===== src/rtl/iir_tm_sequencer_if.sv =====
// iir_tm_sequencer_if: handshake, section-strobe and status bundle between the sequencer and its SOS datapath.
interface iir_tm_sequencer_if #(
    parameter int SW = 2,
    parameter int CW = 16
);
    logic          in_valid;
    logic          in_ready;
    logic          x_load;
    logic          sec_en;
    logic [SW-1:0] sec_idx;
    logic [SW-1:0] coef_addr;
    logic          first_sec;
    logic          last_sec;
    logic          dp_ovf;
    logic          y_load;
    logic          out_valid;
    logic          out_ovf;
    logic          ovf_clr;
    logic          ovf_sticky;
    logic          busy;
    logic [CW-1:0] sample_cnt;

    modport master (
        input  in_valid, dp_ovf, ovf_clr,
        output in_ready, x_load, sec_en, sec_idx, coef_addr, first_sec, last_sec,
               y_load, out_valid, out_ovf, ovf_sticky, busy, sample_cnt
    );

    modport slave (
        output in_valid, dp_ovf, ovf_clr,
        input  in_ready, x_load, sec_en, sec_idx, coef_addr, first_sec, last_sec,
               y_load, out_valid, out_ovf, ovf_sticky, busy, sample_cnt
    );
endinterface


===== src/rtl/iir_tm_sequencer.sv =====
// iir_tm_sequencer: steps one sample through NO_SOS time-shared second-order sections.
module iir_tm_sequencer #(
    parameter int NO_SOS = 4,
    parameter int SW     = 2,
    parameter int CW     = 16
) (
    input logic                 CLK,
    input logic                 RESET,
    iir_tm_sequencer_if.master  bus
);
    typedef enum logic [1:0] {IDLE, LOAD, RUN, OUT} state_t;

    localparam logic [SW-1:0] K_LAST = SW'(NO_SOS - 1);

    state_t        state, state_nx;
    logic [SW-1:0] k;
    logic          acc;
    logic          sticky;
    logic          out_valid_q;
    logic          out_ovf_q;
    logic [CW-1:0] cnt;
    logic          run;
    logic          last;

    assign run  = state == RUN;
    assign last = run && k == K_LAST;

    always_ff @(posedge CLK) begin
        if (RESET) begin
            state       <= IDLE;
            k           <= '0;
            acc         <= 1'b0;
            sticky      <= 1'b0;
            out_valid_q <= 1'b0;
            out_ovf_q   <= 1'b0;
            cnt         <= '0;
        end else begin
            state       <= state_nx;
            // k returns to 0 after the last section so sec_idx idles at 0
            k           <= (run && !last) ? k + 1'b1 : '0;
            acc         <= state == LOAD ? 1'b0 : run ? (acc | bus.dp_ovf) : acc;
            sticky      <= (run && bus.dp_ovf) ? 1'b1 : bus.ovf_clr ? 1'b0 : sticky;
            out_valid_q <= state == OUT;
            out_ovf_q   <= state == OUT && acc;
            cnt         <= state == OUT ? cnt + 1'b1 : cnt;
        end
    end

    always_comb begin
        state_nx      = state;
        bus.in_ready  = 1'b0;
        bus.x_load    = 1'b0;
        bus.sec_en    = 1'b0;
        bus.y_load    = 1'b0;
        case (state)
            IDLE: begin
                bus.in_ready = 1'b1;
                state_nx     = bus.in_valid ? LOAD : IDLE;
            end
            LOAD: begin
                bus.x_load = 1'b1;
                state_nx   = RUN;
            end
            RUN: begin
                bus.sec_en = 1'b1;
                state_nx   = last ? OUT : RUN;
            end
            default: begin
                bus.y_load = 1'b1;
                state_nx   = IDLE;
            end
        endcase
    end

    assign bus.sec_idx    = k;
    assign bus.coef_addr  = k;
    assign bus.first_sec  = run && k == '0;
    assign bus.last_sec   = last;
    assign bus.out_valid  = out_valid_q;
    assign bus.out_ovf    = out_ovf_q;
    assign bus.ovf_sticky = sticky;
    assign bus.busy       = state != IDLE;
    assign bus.sample_cnt = cnt;
endmodule


===== src/flat_wrapper.sv =====
// flat-port wrapper written by rule: the top's interface ports become plain ports
module iir_tm_sequencer_flat 
#(
    parameter int NO_SOS = 4,
    parameter int SW     = 2,
    parameter int CW     = 16
)
  (CLK, RESET, bus_in_valid, bus_dp_ovf, bus_ovf_clr, bus_in_ready, bus_x_load, bus_sec_en, bus_sec_idx, bus_coef_addr, bus_first_sec, bus_last_sec, bus_y_load, bus_out_valid, bus_out_ovf, bus_ovf_sticky, bus_busy, bus_sample_cnt);
  iir_tm_sequencer_if #(.SW(SW), .CW(CW)) bus_i ();
  input logic CLK;
  input logic RESET;
  input wire logic [$bits(bus_i.in_valid)-1:0] bus_in_valid;
  input wire logic [$bits(bus_i.dp_ovf)-1:0] bus_dp_ovf;
  input wire logic [$bits(bus_i.ovf_clr)-1:0] bus_ovf_clr;
  output wire logic [$bits(bus_i.in_ready)-1:0] bus_in_ready;
  output wire logic [$bits(bus_i.x_load)-1:0] bus_x_load;
  output wire logic [$bits(bus_i.sec_en)-1:0] bus_sec_en;
  output wire logic [$bits(bus_i.sec_idx)-1:0] bus_sec_idx;
  output wire logic [$bits(bus_i.coef_addr)-1:0] bus_coef_addr;
  output wire logic [$bits(bus_i.first_sec)-1:0] bus_first_sec;
  output wire logic [$bits(bus_i.last_sec)-1:0] bus_last_sec;
  output wire logic [$bits(bus_i.y_load)-1:0] bus_y_load;
  output wire logic [$bits(bus_i.out_valid)-1:0] bus_out_valid;
  output wire logic [$bits(bus_i.out_ovf)-1:0] bus_out_ovf;
  output wire logic [$bits(bus_i.ovf_sticky)-1:0] bus_ovf_sticky;
  output wire logic [$bits(bus_i.busy)-1:0] bus_busy;
  output wire logic [$bits(bus_i.sample_cnt)-1:0] bus_sample_cnt;
  assign bus_i.in_valid = bus_in_valid;
  assign bus_i.dp_ovf = bus_dp_ovf;
  assign bus_i.ovf_clr = bus_ovf_clr;
  assign bus_in_ready = bus_i.in_ready;
  assign bus_x_load = bus_i.x_load;
  assign bus_sec_en = bus_i.sec_en;
  assign bus_sec_idx = bus_i.sec_idx;
  assign bus_coef_addr = bus_i.coef_addr;
  assign bus_first_sec = bus_i.first_sec;
  assign bus_last_sec = bus_i.last_sec;
  assign bus_y_load = bus_i.y_load;
  assign bus_out_valid = bus_i.out_valid;
  assign bus_out_ovf = bus_i.out_ovf;
  assign bus_ovf_sticky = bus_i.ovf_sticky;
  assign bus_busy = bus_i.busy;
  assign bus_sample_cnt = bus_i.sample_cnt;
  iir_tm_sequencer #(.NO_SOS(NO_SOS), .SW(SW), .CW(CW)) u_core (.CLK(CLK), .RESET(RESET), .bus(bus_i));
endmodule

===== config.mk =====
export PLATFORM = sky130hd
export DESIGN_NAME = iir_tm_sequencer_flat
export DESIGN_NICKNAME = d
export VERILOG_FILES = /design/src/rtl/iir_tm_sequencer_if.sv /design/src/rtl/iir_tm_sequencer.sv /design/src/flat_wrapper.sv
export SDC_FILE = /design/constraint.sdc
export NUM_CORES = 1
export LEC_CHECK = 0
export BUFFER_PORTS_ARGS = -buffer_cell sky130_fd_sc_hd__buf_2
export CORE_ASPECT_RATIO = 1.25
export CORE_UTILIZATION = 49
export CTS_CLUSTER_DIAMETER = 200
export DETAILED_ROUTE_END_ITERATION = 8
export PLACE_DENSITY = 0.83
export SLEW_MARGIN = 20
export SYNTH_ARGS = -nofsm -noshare
export SYNTH_HDL_FRONTEND = slang
export SYNTH_SLANG_ARGS = --single-unit

===== constraint.sdc =====
create_clock -name CLK -period 1.7 [get_ports CLK]
set_input_delay 0.085 -clock CLK [delete_from_list [all_inputs] [get_ports CLK]]
set_output_delay 0.085 -clock CLK [all_outputs]
set_load 0.01 [all_outputs]

**Word level (Yosys, flattened, before mapping)**

Index checks and enable logic that the tools add are counted.
W data, S select, Z words.

- Bits of input ports: 5
- Logic and storage cells: 37
- Latch bits: 0
- Bits in read-only memories: 0
- Memories kept: 0
- RAM bits: 0
- Register bits after elaboration: 24

- Shifts and indexed selects: 0
- Bitwise operators: 2
- Magnitude comparators: 0
- $mul: 0
- Reductions and logical operators: 13
- Multiplexer cells: 9
- Divide/modulo/power cells: 0
- Eq/ne operators: 4
- $add $sub $neg: 2

Operators by type and width:

| cell | count |
|---|---|
| $add A16 B1 Y16 const B | 1 |
| $mux W1 | 8 |
| $eq A2 B2 Y1 const B | 3 |
| $pmux W2 S3 | 1 |
| $logic_and A1 B1 Y1 | 5 |
| $logic_not A2 Y1 | 2 |
| $reduce_bool A2 Y1 | 2 |
| $reduce_or A2 Y1 | 2 |
| $reduce_or A3 Y1 | 1 |
| $add A2 B1 Y2 const B | 1 |
| $eq A2 B1 Y1 const B | 1 |
| $logic_not A1 Y1 | 1 |
| $not A1 Y1 | 1 |
| $or A1 B1 Y1 | 1 |

**Logic depth before layout (Yosys ltp)**

Gate-level depths: netlist (run 1).

- Word-level depth: 6
- Mapped depth: 6

**Worst setup path after synthesis (run 1)**

No wires, ideal clock.

- Path kind: register -> register
- Start: register u_core.cnt[0] (netlist: u_core.bus.sample_cnt[0])
- End: register u_core.cnt[12] (netlist: u_core.bus.sample_cnt[12])
- Period minus slack after synthesis: 1.655 ns
- Cell stages (with the launch flop): 6
- Arrival time: 1.541 ns
- Setup time: 0.114 ns
- Setup slack: 0.045 ns
- Path through: dfxtp_1 > ha_1 > inv_1 > or4_4 > xnor2_1 > and2b_1

- Longest elaborated chain between the ends: 1

Ends and longest elaborated chain:

| item | RTL line | text |
|---|---|---|
| from (decl) | iir_tm_sequencer.sv:21 | `logic [CW-1:0] cnt;` |
| from (signal assigned) | iir_tm_sequencer.sv:45 | `cnt <= state == OUT ? cnt + 1'b1 : cnt;` |
| $add A16 B1 Y16 | iir_tm_sequencer.sv:45 |  |

No other way between the ends.
A chain may end at the register's enable or synchronous reset.

**Worst setup path in the final report (run 1)**

- Start: register u_core.state[0]
- End: register u_core.cnt[12] (netlist: u_core.bus.sample_cnt[12])

- Longest elaborated chain between the ends: 1

Ends and longest elaborated chain:

| item | RTL line | text |
|---|---|---|
| from (decl) | iir_tm_sequencer.sv:15 | `state_t state, state_nx;` |
| from (signal assigned) | iir_tm_sequencer.sv:38 | `state <= state_nx;` |
| $eq A2 B2 Y1 | iir_tm_sequencer.sv:45 |  |

No other way between the ends.

==> results of run 1 <==
==> per-layer routing <==
layer  routed length (um)  vias to the layer above  part of all wire
li1                     -                      485                 -
met5                    0                        -                 0
met2                 1240                       32              0.50
met4                   61                        0             0.025
met1                 1040                      446              0.42
met3                  119                        8             0.048
==> where the power goes <==
| part | total, mW | internal [mW] | switching, mW |
|---|---|---|---|
| Clock | 0.312 | 0.131 | 0.181 |
| Combinational | 0.0921 | 0.0411 | 0.0510 |
| Sequential | 0.582 | 0.572 | 0.00964 |
| Total | 0.986 | 0.744 | 0.241 |
==> flip-flops by register name, summed over array words and instances (netlist names) <==
| register | cells |
|---|---|
| u_core.bus.ovf_sticky | 1 |
| u_core.bus.sample_cnt | 16 |
| u_core.bus.out_ovf | 1 |
| u_core.state | 2 |
| u_core.bus.out_valid | 1 |
| u_core.acc | 1 |
| u_core.bus.coef_addr | 2 |
==> cell usage after synthesis <==
library cell   n  area (sq um)
dfxtp_1       24           480
or3_1          1          6.26
ha_1           8           100
nor4bb_1       1          10.0
or4_4          1          11.3
xnor2_1        4          35.0
nor4b_1        1          8.76
buf_4          2          15.0
nand2b_1       2          12.5
and2b_1        1          7.51
buf_2          1          5.00
nand3_1        5          25.0
nor4_1         1          6.26
mux2_2         3          33.8
xor2_1         6          52.6
a21oi_1        5          25.0
mux2i_1        1          10.0
clkbuf_1       3          11.3
nor2b_1        5          31.3
nand4_2        1          12.5
a31o_2         1          8.76
o21ai_0        1          5.00
nand4_1        5          31.3
and3_1         1          6.26
and2_1         3          18.8
and4_1         2          17.5
nor3_1         5          25.0
nand2_1        6          22.5
nor2_1        15          56.3
inv_1          6          22.5
==> kinds of logic after synthesis <==
family / count (synthesis) / synth area share
AO/OA/AOI/OAI: 7 / 0.0348
flip-flops: 24 / 0.431
buffers and inverters: 12 / 0.0483
adder cells (fa/ha/maj): 8 / 0.0899
AND/OR/NAND/NOR: 56 / 0.278
XOR/XNOR: 10 / 0.0786
multiplexers: 4 / 0.0393
==> area by class of cell <==
class / instances / area (sq um)
Multi-Input combinational cell: 85 / 611
Inverter: 6 / 22.5
Clock buffer: 4 / 36.3
Fill cell: 170 / 627
Tap cell: 30 / 37.5
Timing Repair Buffer: 42 / 230
Sequential cell: 24 / 485
==> path summary, 6_finish.rpt <==
kind / startpoint / to / slack, ns / cells past startpoint
max: u_core.state[0] / u_core.bus.sample_cnt[12] / 0.02 / 5
min: bus_ovf_clr / u_core.bus.ovf_sticky / 0.008 / 3
max reg2reg: u_core.state[0] / u_core.bus.sample_cnt[12] / 0.02 / 5
min reg2reg: u_core.acc / u_core.bus.out_ovf / 0.48 / 1
==> layout by cell type (no fill, tap or decap), types with 3 or more instances in the layout <==
master / netlist / final
nor3_1: 5 / 4
inv_1: 6 / 6
ha_1: 8 / 7
xor2_1: 6 / 6
xnor2_1: 4 / 3
and2_1: 3 / 3
buf_4: 2 / 8
nor2_1: 15 / 15
a21oi_1: 5 / 5
nand3_1: 5 / 5
clkbuf_4: 0 / 3
mux2_2: 3 / 3
nand4_1: 5 / 5
dfxtp_1: 24 / 22
nor2b_1: 5 / 5
buf_2: 1 / 34
nand2_1: 6 / 6
==> repair_timing <==
item,4_1_cts,5_1_grt
setup buffers,0,3
gates resized for setup,0,8
endpoints found under the setup margin,0,4
==> through the flow <==
| stage | utilization | power [mW] | TNS, ns |
|---|---|---|---|
| final | 0.694 | 0.986 | 0 |
| after global routing | 0.694 | 1.03 | -0.0711 |
| after CTS | 0.665 | 0.975 | 0 |
| after detailed placement | 0.648 | 0.677 | 0 |
| after global placement | 0.648 | 0.673 | 0 |
| after floorplan | - | 0.647 | 0 |
==> worst reg2reg max path, stage by stage, from the launching register on <==
cell	delay, ns
dfxtp_4	0.39
ha_4	0.14
nand4_1	0.17
or4_4	0.60
xnor2_2	0.14
and2b_1	0.16
==> results.py, run 1 <==
metrics = {
    "setup_path": {
        "critPathLaunchType": "flop",
        "cp.required_ns": 1.94,
        "cpMaxStageDelayCell": "or4_4",
        "path_buf_inv": 0,
        "max_stage_delay_ns": 0.60,
        "crit_chain": "ha_4, nand4_1, or4_4, xnor2_2, and2b_1",
        "crit_arrival_ns": 1.92,
        "criticalPathCategory": "flop to flop",
        "setup.worst_path.end_class": "flop",
        "critical-path-top-delay-family": "simple AND/OR/NAND/NOR gates",
        "critPathMaxFanout": 4,
    },
    "pwr": {
        "power_density_nw_per_um2": 693,
        "ir_drop_mv": 0.519,
        "p_leak_nw": 0.674,
    },
    "routing": {
        "dr.pass1.iters": 4,
        "num_vias": 971,
        "via_per_inst": 5.08,
        "drt_iter0_markers": 10,
        "finalWirelength_um": 2460,
        "ant_nets": 0,
        "drc": 0,
        "routedWlPerCell_um": 12.9,
    },
    "grt": {
        "grt_pass1_wl_um": 4050,
        "antenna_found_initial": 0,
        "grt.met1_usage": 0.259,
        "grt_max_degree": 28,
        "grtUsageMet2": 0.366,
        "track_usage": 0.215,
        "use_met3": 0.0392,
        "grt_pass1_vias": 924,
        "grt_remaining_overflow": 0,
        "top_usage_layer": "met2",
    },
    "min_path": {
        "hold_path.class": "input port to flop",
    },
    "clock_tree": {
        "clock-root-buffer": "clkbuf_4",
        "cts_tree": "done",
        "hold_buffers": 0,
        "clk_latency_ns": 0.32,
        "cts.reportedPaths.clkPinSlew_ns": 0.14,
        "clock_sinks": 24,
        "h-tree-depth": 1,
        "cts_buffer_depth": 2,
        "cts-buffers-inserted": 3,
    },
    "run": {
        "cap_violations": 0,
    },
    "floorplan": {
        "fp.dieW_um": 44.6,
        "rows": 18,
        "num_io_pins": 35,
        "coreArea_sq_um": 2050,
        "die-area_sq_um": 2470,
        "die_h_um": 55.3,
        "start_util": 0.543,
    },
    "sta": {
        "rsz0062_at_grt": "yes",
        "fin_skew_ns": 0.00716,
        "slew_violations": 0,
        "relSlewSlack": 0.694,
        "fin_crit_sh": 0.990,
        "fmax_ghz": 0.594,
        "setup_violations": 0,
        "fin_ws_ns": 0.0175,
        "hold_ws_ns": 0.00798,
        "period_needed_ns": 1.68,
        "hold_viol": 0,
        "max_slew.worst_pin.slew_ns": 0.459,
    },
    "run_status": {
        "outcome": "finished clean",
    },
    "synth": {
        "synthDistinctLibCells": 30,
        "avgSynthCellArea_sq_um": 9.20,
        "synth_nets": 134,
        "syn_inst": 121,
        "ys.warnings.count": 0,
        "syn_area_sq_um": 1110,
        "synth_seq_area_share": 0.431,
        "synth-seq-cells": 24,
    },
    "placed_design": {
        "preCtsSetupSlack_ns": 0.0474,
        "gp_congestion": 0.782,
        "io_buffer_count": 34,
        "dp_cells": 184,
        "place_area_sq_um": 1330,
        "hpwl_um": 1730,
    },
    "cells_and_area": {
        "final_nets": 175,
        "postLayoutCellArea_sq_um": 1420,
        "n_antenna_cell": 0,
        "final_cells": 191,
        "area_growth_pct": 27.8,
        "drive_gt1_frac": 0.360,
    },
}
Note: power is estimated with default switching activity, not from simulation.
==> run 2, diff against run 1 <==
Settings changed: ABC_AREA from default to 1, CORE_UTILIZATION 49 to 50, PLACE_DENSITY 0.83 to 0.84.
==> run 2 against run 1 <==
- register-to-register slack gained 0.24 ns
- first-iteration DRC count increased by 110%
- flip-flop and latch count unchanged
- via count grew 13%
- die area rose by 4.1%
- setup slack improved by 0.24 ns
- global-route usage shrank 0.48 points
- final cell count up 18%
- routed wire length increased by 1.3%
- critical path type is now flop to primary output
- largest cell class unchanged
- largest power group unchanged
- highest routed layer unchanged
==> results.py, run 2 <==
metrics = {
    "setup_path": {
        "criticalPathCategory": "flop to primary output",
        "path_buf_inv": 2,
        "critPathLaunchType": "flop",
        "critical-path-top-delay-family": "flip-flops",
        "cpMaxStageDelayCell": "dfxtp_1",
        "setup.worst_path.end_class": "primary output",
        "max_stage_delay_ns": 0.41,
        "critPathMaxFanout": 5,
        "crit_chain": "ha_1, buf_4, buf_2",
        "crit_arrival_ns": 1.36,
        "cp.required_ns": 1.62,
    },
    "routing": {
        "num_vias": 1098,
        "routedWlPerCell_um": 11.1,
        "ant_nets": 0,
        "drt_iter0_markers": 21,
        "via_per_inst": 4.88,
        "dr.pass1.iters": 4,
        "finalWirelength_um": 2490,
        "drc": 0,
    },
    "synth": {
        "avgSynthCellArea_sq_um": 7.45,
        "synthTopCellsByArea": "dfxtp_1, nand2_1, ha_1, inv_1, nor2_1",
        "synth_seq_area_share": 0.405,
        "syn_area_sq_um": 1180,
        "synth-seq-cells": 24,
        "synth_top_cell_area_share": 0.405,
        "ys_top_cells_by_count": "nand2_1, dfxtp_1, inv_1",
        "syn_inst": 159,
        "synth_top_area_cell": "dfxtp_1",
        "ys.warnings.count": 0,
        "synth_most_common_cell": "nand2_1",
        "synth_edf_count": 0,
        "synthFlopType": "dfxtp_1",
        "synthDistinctLibCells": 25,
        "async_reset_ff_frac": 0,
        "synth_nets": 172,
    },
    "grt": {
        "grt_max_degree": 14,
        "grtUsageMet2": 0.373,
        "top_usage_layer": "met2",
        "track_usage": 0.211,
        "grt_pass1_vias": 990,
        "grt_pass1_wl_um": 4070,
        "grt_remaining_overflow": 0,
        "grt.met1_usage": 0.243,
        "use_met3": 0.0257,
        "antenna_found_initial": 0,
    },
    "placed_design": {
        "dp_cells": 220,
        "io_buffer_count": 34,
        "gp_congestion": 0.806,
        "hpwl_um": 1910,
    },
    "pwr": {
        "total_power_mw": 0.976,
        "p_leak_nw": 0.708,
        "p_clk_frac": 0.310,
        "p_comb_frac": 0.094,
        "seq_power_share": 0.596,
        "internal_power_mw": 0.741,
        "power_density_nw_per_um2": 691,
        "switching_share": 0.241,
        "ir_drop_mv": 0.766,
        "power_switching_mw": 0.235,
    },
    "min_path": {
        "hold_path.class": "input port to flop",
    },
    "floorplan": {
        "num_io_pins": 35,
        "coreArea_sq_um": 2210,
        "die_h_um": 56.4,
        "start_util": 0.536,
        "rows": 19,
        "fp.dieW_um": 45.5,
        "die-area_sq_um": 2570,
    },
    "cells_and_area": {
        "layout_common_cells": "buf_2, nand2_1, inv_1, dfxtp_1, nor2_1",
        "fillers": 208,
        "largest_register_ff_count": 16,
        "mostFrequentLayoutCell": "buf_2",
        "area_growth_pct": 19.2,
        "regArea_sq_um": 480,
        "drive_gt1_frac": 0.268,
        "n_antenna_cell": 0,
        "final_cells": 225,
        "final_nets": 208,
        "multi_input_area_sq_um": 569,
    },
    "sta": {
        "fin_skew_ns": 0.00854,
        "hold_viol": 0,
        "rsz0062_at_grt": "no",
        "period_needed_ns": 1.45,
        "fmax_ghz": 0.692,
        "fin_crit_sh": 0.851,
        "relSlewSlack": 0.772,
        "slew_violations": 0,
        "setup_violations": 0,
        "setup_tns_ns": 0,
        "max_slew.worst_pin.slew_ns": 0.341,
    },
    "clock_tree": {
        "clock_sinks": 24,
        "cts_buffer_depth": 2,
        "cts.reportedPaths.clkPinSlew_ns": 0.13,
        "h-tree-depth": 1,
        "clock-root-buffer": "clkbuf_4",
        "cts_resized": 0,
        "cts_setup_buffers": 0,
        "cts-buffers-inserted": 3,
        "clk_latency_ns": 0.32,
        "cts_tree": "done",
    },
    "run_status": {
        "outcome": "finished clean",
    },
    "run": {
        "cap_violations": 0,
    },
}
[run 2: cell count changes after synthesis, moves of 3 or more]
cell and change:
nor2_1 +7, nand3_1 +5, xor2_1 -4, a21oi_1 +4, and2_1 -3, nor2_2 +5, mux2_2 -3, inv_1 +18
nand2_1 +24, nand2_2 +3, nor3_1 -3, nand4_1 -3, nor2b_1 -5
[run 2: what timing repair did]
item,CTS,global route
endpoints found under the setup margin,0,0
hold buffers,1,0
hold endpoints to repair,1,0
[run 2: routing by layer]
layer  part of all wire  wire [um]
met4              0.012         29
met3              0.057        141
met1               0.41       1020
met5                  0          0
met2               0.52       1300
[run 2: final timing paths]
| path | start | endpoint | slack [ns] | cells after the start |
|---|---|---|---|---|
| setup reg to reg | u_core.state[0] | u_core.bus.sample_cnt[15] | 0.26 | 8 |
| hold reg to reg | u_core.bus.ovf_sticky | u_core.bus.ovf_sticky | 0.47 | 2 |
| hold / removal | bus_in_valid | u_core.state[0] | 0.006 | 3 |
| setup / recovery | u_core.state[0] | bus_y_load | 0.25 | 3 |
[run 2: area by class of cell]
type,count,share of cell area
sequential,24,0.340
inverter,26,0.0709
multi-input combinational,104,0.403
clock buffer,4,0.0257
timing repair buffer,36,0.133
tap,31,0.0275
[run 2: worst reg2reg max path, stage by stage (launching register included)]
cell and delay (ns):
dfxtp_1 0.41, ha_1 0.31, inv_4 0.07, nor2_2 0.13, nand2_1 0.10, nor2_4 0.14
nand3_1 0.08, nand2_1 0.06, nor2_1 0.04
[run 2: stage by stage]
| step | cell area [sq um] | hold WS (ns) | utilization | setup WS, ns |
|---|---|---|---|---|
| final | 1410 | 0.00591 | 0.639 | 0.254 |
| after global routing | 1410 | 0.00830 | 0.639 | 0.144 |
| after CTS | 1410 | 0.0111 | 0.639 | 0.269 |
| after detailed placement | 1370 | 0.345 | 0.618 | 0.301 |
| after global placement | 1370 | 0.338 | 0.618 | 0.369 |
| after floorplan | 1180 | 0.163 | - | 0.330 |
[run 2: logic make-up (layout without fill, tap and decap cells)]
logic type / after synthesis / in the layout / synth area share
AND/OR/NAND/NOR: 77 / 77 / 0.294
buffers and inverters: 31 / 66 / 0.114
flip-flops: 24 / 24 / 0.405
AO/OA/AOI/OAI: 15 / 15 / 0.0729
adder cells (fa/ha/maj): 8 / 8 / 0.0845
XOR/XNOR: 4 / 4 / 0.0296
[run 2: power groups by stage]
stage          registers [mW]  clock network [mW]  logic (mW)
2_1_floorplan           0.595                   0      0.0585
4_1_cts                 0.582               0.303      0.0926
5_1_grt                 0.584               0.324       0.104
6_report                0.582               0.303      0.0916
3_5_place_dp            0.594                   0      0.0898
3_3_place_gp            0.593                   0      0.0867
